==> src/rtl/cache_miss_handler_pkg.sv <==
// cache_pkg: shared definitions for the cache miss handler.
//   cmh_state_t  - controller state encoding
//   SET_BITS, TAG_BITS, WAYS, DATA_WIDTH - cache geometry (16 sets x 4 ways, word lines)
//   ADDR_WIDTH   - byte address width implied by tag + index + byte offset
//   word_align() - clears the byte offset of an address
package cache_pkg;

    localparam int SET_BITS   = 4;
    localparam int TAG_BITS   = 26;
    localparam int WAYS       = 4;
    localparam int DATA_WIDTH = 32;
    localparam int ADDR_WIDTH = TAG_BITS + SET_BITS + 2;

    typedef enum logic [2:0] {
        ST_IDLE    = 3'd0,
        ST_RD_REQ  = 3'd1,
        ST_RD_WAIT = 3'd2,
        ST_RD_FILL = 3'd3,
        ST_WR_REQ  = 3'd4
    } cmh_state_t;

    function automatic logic [ADDR_WIDTH-1:0] word_align(input logic [ADDR_WIDTH-1:0] addr);
        return addr & {{(ADDR_WIDTH-2){1'b1}}, 2'b00};
    endfunction

endpackage

==> src/rtl/cache_miss_handler_sat_counter.sv <==
// sat_counter: event counter that stops at all-ones instead of wrapping.
//   clk_i   - clock
//   rst_i   - asynchronous active-high reset, clears the count
//   inc_i   - count one event this cycle
//   count_o - current count
module sat_counter #(
    parameter int WIDTH = 16
) (
    input  logic             clk_i,
    input  logic             rst_i,
    input  logic             inc_i,
    output logic [WIDTH-1:0] count_o
);

    logic [WIDTH-1:0] count_q;
    logic [WIDTH-1:0] count_d;

    always_comb begin
        count_d = count_q;
        if (inc_i && (count_q != {WIDTH{1'b1}})) begin
            count_d = count_q + {{(WIDTH-1){1'b0}}, 1'b1};
        end
    end

    always_ff @(posedge clk_i or posedge rst_i) begin
        if (rst_i) begin
            count_q <= '0;
        end else begin
            count_q <= count_d;
        end
    end

    assign count_o = count_q;

endmodule

==> src/rtl/cache_miss_handler.sv <==
// cache_miss_handler: glue between the CPU load/store port, a word cache and
// main memory. Load hits complete in the IDLE cycle; load misses fetch the
// word from memory, fill the cache and return it; stores are write-through.
//
// Ports:
//   clk_i, rst_i                 - clock, asynchronous active-high reset
//   cpu_req_valid_i/we/addr/wdata - CPU access, held while stall_o=1
//   cpu_rdata_o, stall_o         - load data, CPU hold request
//   cache_hit_i, cache_rdata_i   - cache lookup result for cache_addr_o
//   cache_addr_o/we_o/wdata_o    - cache lookup address and write port
//   mem_req_*                    - memory request channel
//   mem_resp_valid_i/rdata_i     - memory read response
//   hit_count_o, miss_count_o    - saturating load hit/miss counters
//   err_o                        - sticky read-timeout flag
//
// Handshake: a memory request transfers in a cycle where mem_req_valid_o and
// mem_req_ready_i are both 1; until then valid stays 1 and address/data stay
// stable. A read response is a single cycle with mem_resp_valid_i=1 and is
// only consumed in RD_WAIT.
module cache_miss_handler
    import cache_pkg::*;
#(
    parameter int TIMEOUT_CYCLES = 256,
    parameter int CNT_WIDTH      = 16
) (
    input  logic                  clk_i,
    input  logic                  rst_i,
    input  logic                  cpu_req_valid_i,
    input  logic                  cpu_we_i,
    input  logic [ADDR_WIDTH-1:0] cpu_addr_i,
    input  logic [DATA_WIDTH-1:0] cpu_wdata_i,
    output logic [DATA_WIDTH-1:0] cpu_rdata_o,
    output logic                  stall_o,
    input  logic                  cache_hit_i,
    input  logic [DATA_WIDTH-1:0] cache_rdata_i,
    output logic [ADDR_WIDTH-1:0] cache_addr_o,
    output logic                  cache_we_o,
    output logic [DATA_WIDTH-1:0] cache_wdata_o,
    output logic                  mem_req_valid_o,
    input  logic                  mem_req_ready_i,
    output logic                  mem_req_we_o,
    output logic [ADDR_WIDTH-1:0] mem_req_addr_o,
    output logic [DATA_WIDTH-1:0] mem_req_wdata_o,
    input  logic                  mem_resp_valid_i,
    input  logic [DATA_WIDTH-1:0] mem_resp_rdata_i,
    output logic [CNT_WIDTH-1:0]  hit_count_o,
    output logic [CNT_WIDTH-1:0]  miss_count_o,
    output logic                  err_o
);

    localparam int TMO_W = $clog2(TIMEOUT_CYCLES + 1);
    localparam logic [TMO_W-1:0] TMO_LAST = TMO_W'(TIMEOUT_CYCLES - 1);

    cmh_state_t            state_q, state_d;
    logic [ADDR_WIDTH-1:0] addr_q, addr_d;
    logic [DATA_WIDTH-1:0] wdata_q, wdata_d;
    logic [DATA_WIDTH-1:0] fill_q, fill_d;
    // Cleared when the fill came from a timeout so the cache is not polluted.
    logic                  fill_ok_q, fill_ok_d;
    logic                  err_q, err_d;
    logic [TMO_W-1:0]      tmo_q, tmo_d;
    logic                  hit_inc, miss_inc;

    always_comb begin
        state_d   = state_q;
        addr_d    = addr_q;
        wdata_d   = wdata_q;
        fill_d    = fill_q;
        fill_ok_d = fill_ok_q;
        err_d     = err_q;
        tmo_d     = tmo_q;
        hit_inc   = 1'b0;
        miss_inc  = 1'b0;

        cpu_rdata_o     = '0;
        stall_o         = 1'b0;
        cache_addr_o    = addr_q;
        cache_we_o      = 1'b0;
        cache_wdata_o   = '0;
        mem_req_valid_o = 1'b0;
        mem_req_we_o    = 1'b0;
        mem_req_addr_o  = '0;
        mem_req_wdata_o = '0;

        case (state_q)
            ST_IDLE: begin
                cache_addr_o = cpu_addr_i;
                cpu_rdata_o  = cache_rdata_i;
                if (cpu_req_valid_i) begin
                    if (cpu_we_i) begin
                        stall_o = 1'b1;
                        addr_d  = cpu_addr_i;
                        wdata_d = cpu_wdata_i;
                        state_d = ST_WR_REQ;
                    end else if (cache_hit_i) begin
                        hit_inc = 1'b1;
                    end else begin
                        stall_o  = 1'b1;
                        addr_d   = cpu_addr_i;
                        miss_inc = 1'b1;
                        state_d  = ST_RD_REQ;
                    end
                end
            end
            ST_RD_REQ: begin
                mem_req_valid_o = 1'b1;
                mem_req_addr_o  = word_align(addr_q);
                stall_o         = 1'b1;
                if (mem_req_ready_i) begin
                    state_d = ST_RD_WAIT;
                end
            end
            ST_RD_WAIT: begin
                stall_o = 1'b1;
                if (mem_resp_valid_i) begin
                    fill_d    = mem_resp_rdata_i;
                    fill_ok_d = 1'b1;
                    tmo_d     = '0;
                    state_d   = ST_RD_FILL;
                end else if (tmo_q == TMO_LAST) begin
                    // This is the last allowed wait cycle: abort with zero data.
                    err_d     = 1'b1;
                    fill_d    = '0;
                    fill_ok_d = 1'b0;
                    tmo_d     = '0;
                    state_d   = ST_RD_FILL;
                end else begin
                    tmo_d = tmo_q + TMO_W'(1);
                end
            end
            ST_RD_FILL: begin
                cache_we_o    = fill_ok_q;
                cache_wdata_o = fill_q;
                cpu_rdata_o   = fill_q;
                state_d       = ST_IDLE;
            end
            ST_WR_REQ: begin
                mem_req_valid_o = 1'b1;
                mem_req_we_o    = 1'b1;
                mem_req_addr_o  = word_align(addr_q);
                mem_req_wdata_o = wdata_q;
                stall_o         = ~mem_req_ready_i;
                if (mem_req_ready_i) begin
                    cache_we_o    = 1'b1;
                    cache_wdata_o = wdata_q;
                    state_d       = ST_IDLE;
                end
            end
            default: begin
                state_d = ST_IDLE;
            end
        endcase
    end

    always_ff @(posedge clk_i or posedge rst_i) begin
        if (rst_i) begin
            state_q   <= ST_IDLE;
            addr_q    <= '0;
            wdata_q   <= '0;
            fill_q    <= '0;
            fill_ok_q <= 1'b0;
            err_q     <= 1'b0;
            tmo_q     <= '0;
        end else begin
            state_q   <= state_d;
            addr_q    <= addr_d;
            wdata_q   <= wdata_d;
            fill_q    <= fill_d;
            fill_ok_q <= fill_ok_d;
            err_q     <= err_d;
            tmo_q     <= tmo_d;
        end
    end

    assign err_o = err_q;

    sat_counter #(.WIDTH(CNT_WIDTH)) u_hit_cnt (
        .clk_i   (clk_i),
        .rst_i   (rst_i),
        .inc_i   (hit_inc),
        .count_o (hit_count_o)
    );

    sat_counter #(.WIDTH(CNT_WIDTH)) u_miss_cnt (
        .clk_i   (clk_i),
        .rst_i   (rst_i),
        .inc_i   (miss_inc),
        .count_o (miss_count_o)
    );

endmodule

==> config.mk <==
export PLATFORM = sky130hd
export DESIGN_NAME = cache_miss_handler
export DESIGN_NICKNAME = d
export VERILOG_FILES = /design/src/rtl/cache_miss_handler_pkg.sv /design/src/rtl/cache_miss_handler_sat_counter.sv /design/src/rtl/cache_miss_handler.sv
export SDC_FILE = /design/constraint.sdc
export NUM_CORES = 1
export LEC_CHECK = 0
export CAP_MARGIN = 0
export CORE_UTILIZATION = 36
export DETAILED_ROUTE_END_ITERATION = 10
export PLACE_DENSITY = 0.74
export SLEW_MARGIN = 20
export SYNTH_ARGS = -nofsm -noshare
export SYNTH_HDL_FRONTEND = slang
export SYNTH_SLANG_ARGS = --single-unit
==> constraint.sdc <==
create_clock -name clk_i -period 6.2 [get_ports clk_i]
set_input_delay 1.86 -clock clk_i [delete_from_list [all_inputs] [get_ports clk_i]]
set_output_delay 1.86 -clock clk_i [all_outputs]
set_load 0.02 [all_outputs]
==> metrics.md <==
| Metric | Value |
|---|---|
| Status | `finished clean` |
| Total length of routed met3 wires | `1.54 mm` |
| CP max-delay cell | `clkdlybuf4s50_1` |
| WP buf/inv | `3` |
| Syn avg cell area | `10.5 µm²` |
| Post CTS Setup Buffer Count | `0` |
| Kind of cell adding the most delay to the critical path | `buffers and inverters` |
| CTS root buffer | `clkbuf_16` |
| Min-delay worst type | `flip-flop to flip-flop` |
| Initial antenna violation count | `1` |
| Routed vias | `6724` |
| FF+latch count, synth | `142` |
| Minimum clock period | `5.62 ns` |
| Pre-antenna DRT Iters | `5` |
| Layout Nets | `1149` |
| Mapped cell area | `7400 µm²` |
| R2R setup slack | `3.24 ns` |
| # hold bufs at CTS | `0` |
| Hold EP | `tmo_q[8]` |
| Share of cells above drive strength 1 | `12.4%` |
| Max Used Layer | `met4` |
| Post-Syn Instances | `703` |
| Lkg Pwr | `4.86 nW` |
| Worst r2r dst | `u_miss_cnt.count_o[1]` |
| Fillers | `1749` |
| Clk pin slew, worst setup/hold paths | `0.07 ns` |
| Total power | `0.00552 W` |
| H-tree depth | `4` |
| Asr flop ratio synth | `100%` |
| Top-area cell type share of the netlist area | `48.0%` |
| Max cap viols | `0` |
| CTS Sinks | `142` |
| Die area | `21100 µm²` |
| Pin count of the biggest net entering global routing | `90` |
| Critical Path Max Stage Delay | `0.61 ns` |
| IR drop worst, VDD | `0.188 mV` |
| Row count | `52` |
| Reg-to-reg startpoint | `state_q[1]` |
| Area Growth Syn to Fin | `56.6%` |
| Synth top area cells | `dfrtp_1, a22o_1, mux2_2` |
| Core Region | `20200 µm²` |
| Routability Congestion | `0.820` |
| DRT iter0 DRCs | `358` |
| # setup viols final | `0` |
| TritonCTS buffer count | `17` |
| Main synth FF type | `dfrtp_1` |
| Final hold viol count | `0` |
| Post-route ant nets | `0` |
| Power per Cell Area | `477 nW/µm²` |
| Synth Area in Simple Gates | `17.9%` |
| Fin util | `57.4%` |
| Fmax achieved | `178 MHz` |
| Hold Startpoint | `tmo_q[8]` |
| Crit path top cell by count | `clkdlybuf4s50_1` |
| Design Area, Final | `11600 µm²` |
| CTS tree | `done` |
| Slew at the pin closest to its max-slew limit | `0.862 ns` |
| Worst-skew pair later-pin latency | `0.42 ns` |
| Multiplexer share of the synthesized area | `10.5%` |
| Hold path cells | `1` |
| Setup TNS | `0 ns` |
| CP Cell Sequence | `clkdlybuf4s50_1, and2_1, buf_4, a22o_1, clkdlybuf4s50_1` |
| DRC Markers | `0` |
| Rel. slew slack | `42.6%` |
| Met2 wire length | `11.9 mm` |
| XOR/XNOR Fraction of Synth Area | `3.43%` |
| Overall Global Routing Usage | `22.5%` |
| Placement-stage cell area | `10900 µm²` |
| Initial Utilization | `36.7%` |
| CTS-repair resized insts | `0` |
| Number of synthesized flops with an enable pin | `0` |
| Hpwl dp | `16.7 mm` |
| Crit Path Max Fanout | `33` |
| Buffer levels on the longest clock path | `2` |
| GRT overflow | `0` |
| Yosys warnings | `0` |
| Crit path kind | `input port to primary output` |
| Crit end category | `primary output` |
| Seq/Total Area, Yosys | `48.0%` |
| First-pass GRT wire length | `37.1 mm` |
| Cells on worst reg2reg path | `5` |
| Adder-Cell Fraction of Synth Area | `0.507%` |
| RSZ-0062 raised after global routing | `no` |
| Cell taking the most area after synthesis | `dfrtp_1` |
| Synth cell types | `53` |
| Final WL | `23.9 mm` |
| Post-DR vias/cell | `5.19` |
| Worst path required time | `4.34 ns` |
| WP data arrival | `3.76 ns` |
| Clock Skew | `0.0115 ns` |
| Vias in the first global route | `6648` |
| IO buf count | `329` |
| Die Y | `145 µm` |
| Wl on met1 | `10.1 mm` |
| Startpoint types | `input port` |
| Complex-gate fraction of the synthesized area | `16.1%` |
| Slew Limit Fails | `0` |
| Ports | `332` |
| Crit share post-route | `90.7%` |
| Average wire per standard cell | `18.4 µm` |
| Width of the die | `145 µm` |
| Largest family of logic cells by synthesized area | `simple AND/OR/NAND/NOR gates` |
==> where the power goes <==
group	internal (W)	leakage [nW]	switching [W]
clock	0.000692	0.309	0.000429
combinational	0.00136	2.79	0.00138
sequential	0.00128	1.77	0.000373
==> metal layers <==
layer  global-route usage (%)  vias to the layer above
li1                         -                     3143
met1                     28.7                     3276
met2                     37.8                      279
met3                     5.83                       26
met4                     6.21                        0
met5                        0                        -
==> registers in the layout, indices dropped and copies added, names as in the netlist <==
signal	flops
tmo_q	9
wdata_q	32
err_o	1
u_miss_cnt.count_o	16
u_hit_cnt.count_o	16
state_q	3
fill_q	32
fill_ok_q	1
addr_q	32
==> per-stage QoR <==
| stage | hold slack [ns] | setup WS, ns | std cells |
|---|---|---|---|
| 6_report | 0.485 | 0.576 | 1295 |
| 4_1_cts | 0.485 | 0.581 | 1294 |
| 2_1_floorplan | 0.451 | 0.530 | 704 |
| 3_3_place_gp | 0.457 | 0.635 | 1262 |
| 5_1_grt | 0.519 | 0.507 | 1295 |
| 3_5_place_dp | 0.468 | 0.602 | 1262 |
==> final cells by class <==
type / count / area, µm² / area share (%)
clock inverter: 14 / 201 / 1.74
antenna: 1 / 2.50 / 0.0216
clock buffer: 18 / 439 / 3.79
sequential: 142 / 3550 / 30.7
timing repair buffer: 341 / 3380 / 29.2
inverter: 8 / 35.0 / 0.302
multi-input combinational: 501 / 3630 / 31.4
tap: 270 / 338 / 2.92
==> how the worst max path moves through the flow <==
stage	from	endpoint	slack [ns]	depth (start not counted)
detailed placement	mem_req_ready_i	cache_wdata_o[30]	0.60	5
global route	mem_req_ready_i	cache_wdata_o[23]	0.51	5
global placement	mem_req_ready_i	cache_wdata_o[28]	0.63	5
floorplan	rst_i	addr_q[0]	0.53	1
finish	mem_req_ready_i	cache_wdata_o[23]	0.58	5
CTS	mem_req_ready_i	cache_wdata_o[23]	0.58	5
==> cells in the final DEF (no fill, tap or decap), types with 6 or more instances in the layout <==
| master | count |
|---|---|
| inv_6 | 7 |
| nor3_1 | 8 |
| a22o_1 | 97 |
| xor2_1 | 14 |
| nand2_1 | 113 |
| nand3_1 | 12 |
| inv_1 | 7 |
| mux2_2 | 66 |
| nand4_1 | 12 |
| and2_1 | 68 |
| dfrtp_1 | 142 |
| clkbuf_16 | 17 |
| clkdlybuf4s50_1 | 329 |
| xnor2_1 | 15 |
| o21ai_0 | 9 |
| nor2_1 | 6 |
| buf_4 | 12 |
==> cell usage after synthesis (2+ instances only) <==
master and instances:
clkbuf_1 35, buf_2 9, nor4_1 3, nor4_2 2, a211oi_1 2, buf_4 2
nand2_1 113, or3_1 2, nor4b_1 2, and2_1 68, a311oi_1 3, o21ai_1 4
buf_1 6, nor2_1 8, o211ai_1 4, and4_1 4, nand4_1 12, nor3_1 9
inv_1 8, ha_1 3, and3_1 6, a21o_1 4, mux2_1 3, o21a_1 2
a22o_1 97, nand2b_1 4, dfrtp_1 142, xnor2_1 15, a21oi_1 4, xor2_1 14
o21ai_0 9, nand3_1 13, a31oi_1 4, a2111oi_2 3, mux2_2 66
==> kinds of logic (layout without fill, tap and decap cells) <==
family,count (synthesis),in the layout
adder cells (fa/ha/maj),3,3
XOR/XNOR,29,29
other,1,3
AO/OA/AOI/OAI,142,142
multiplexers,69,69
buffers and inverters,61,381
AND/OR/NAND/NOR,256,256
flip-flops,142,142
Power figures use the tool's default switching activity.
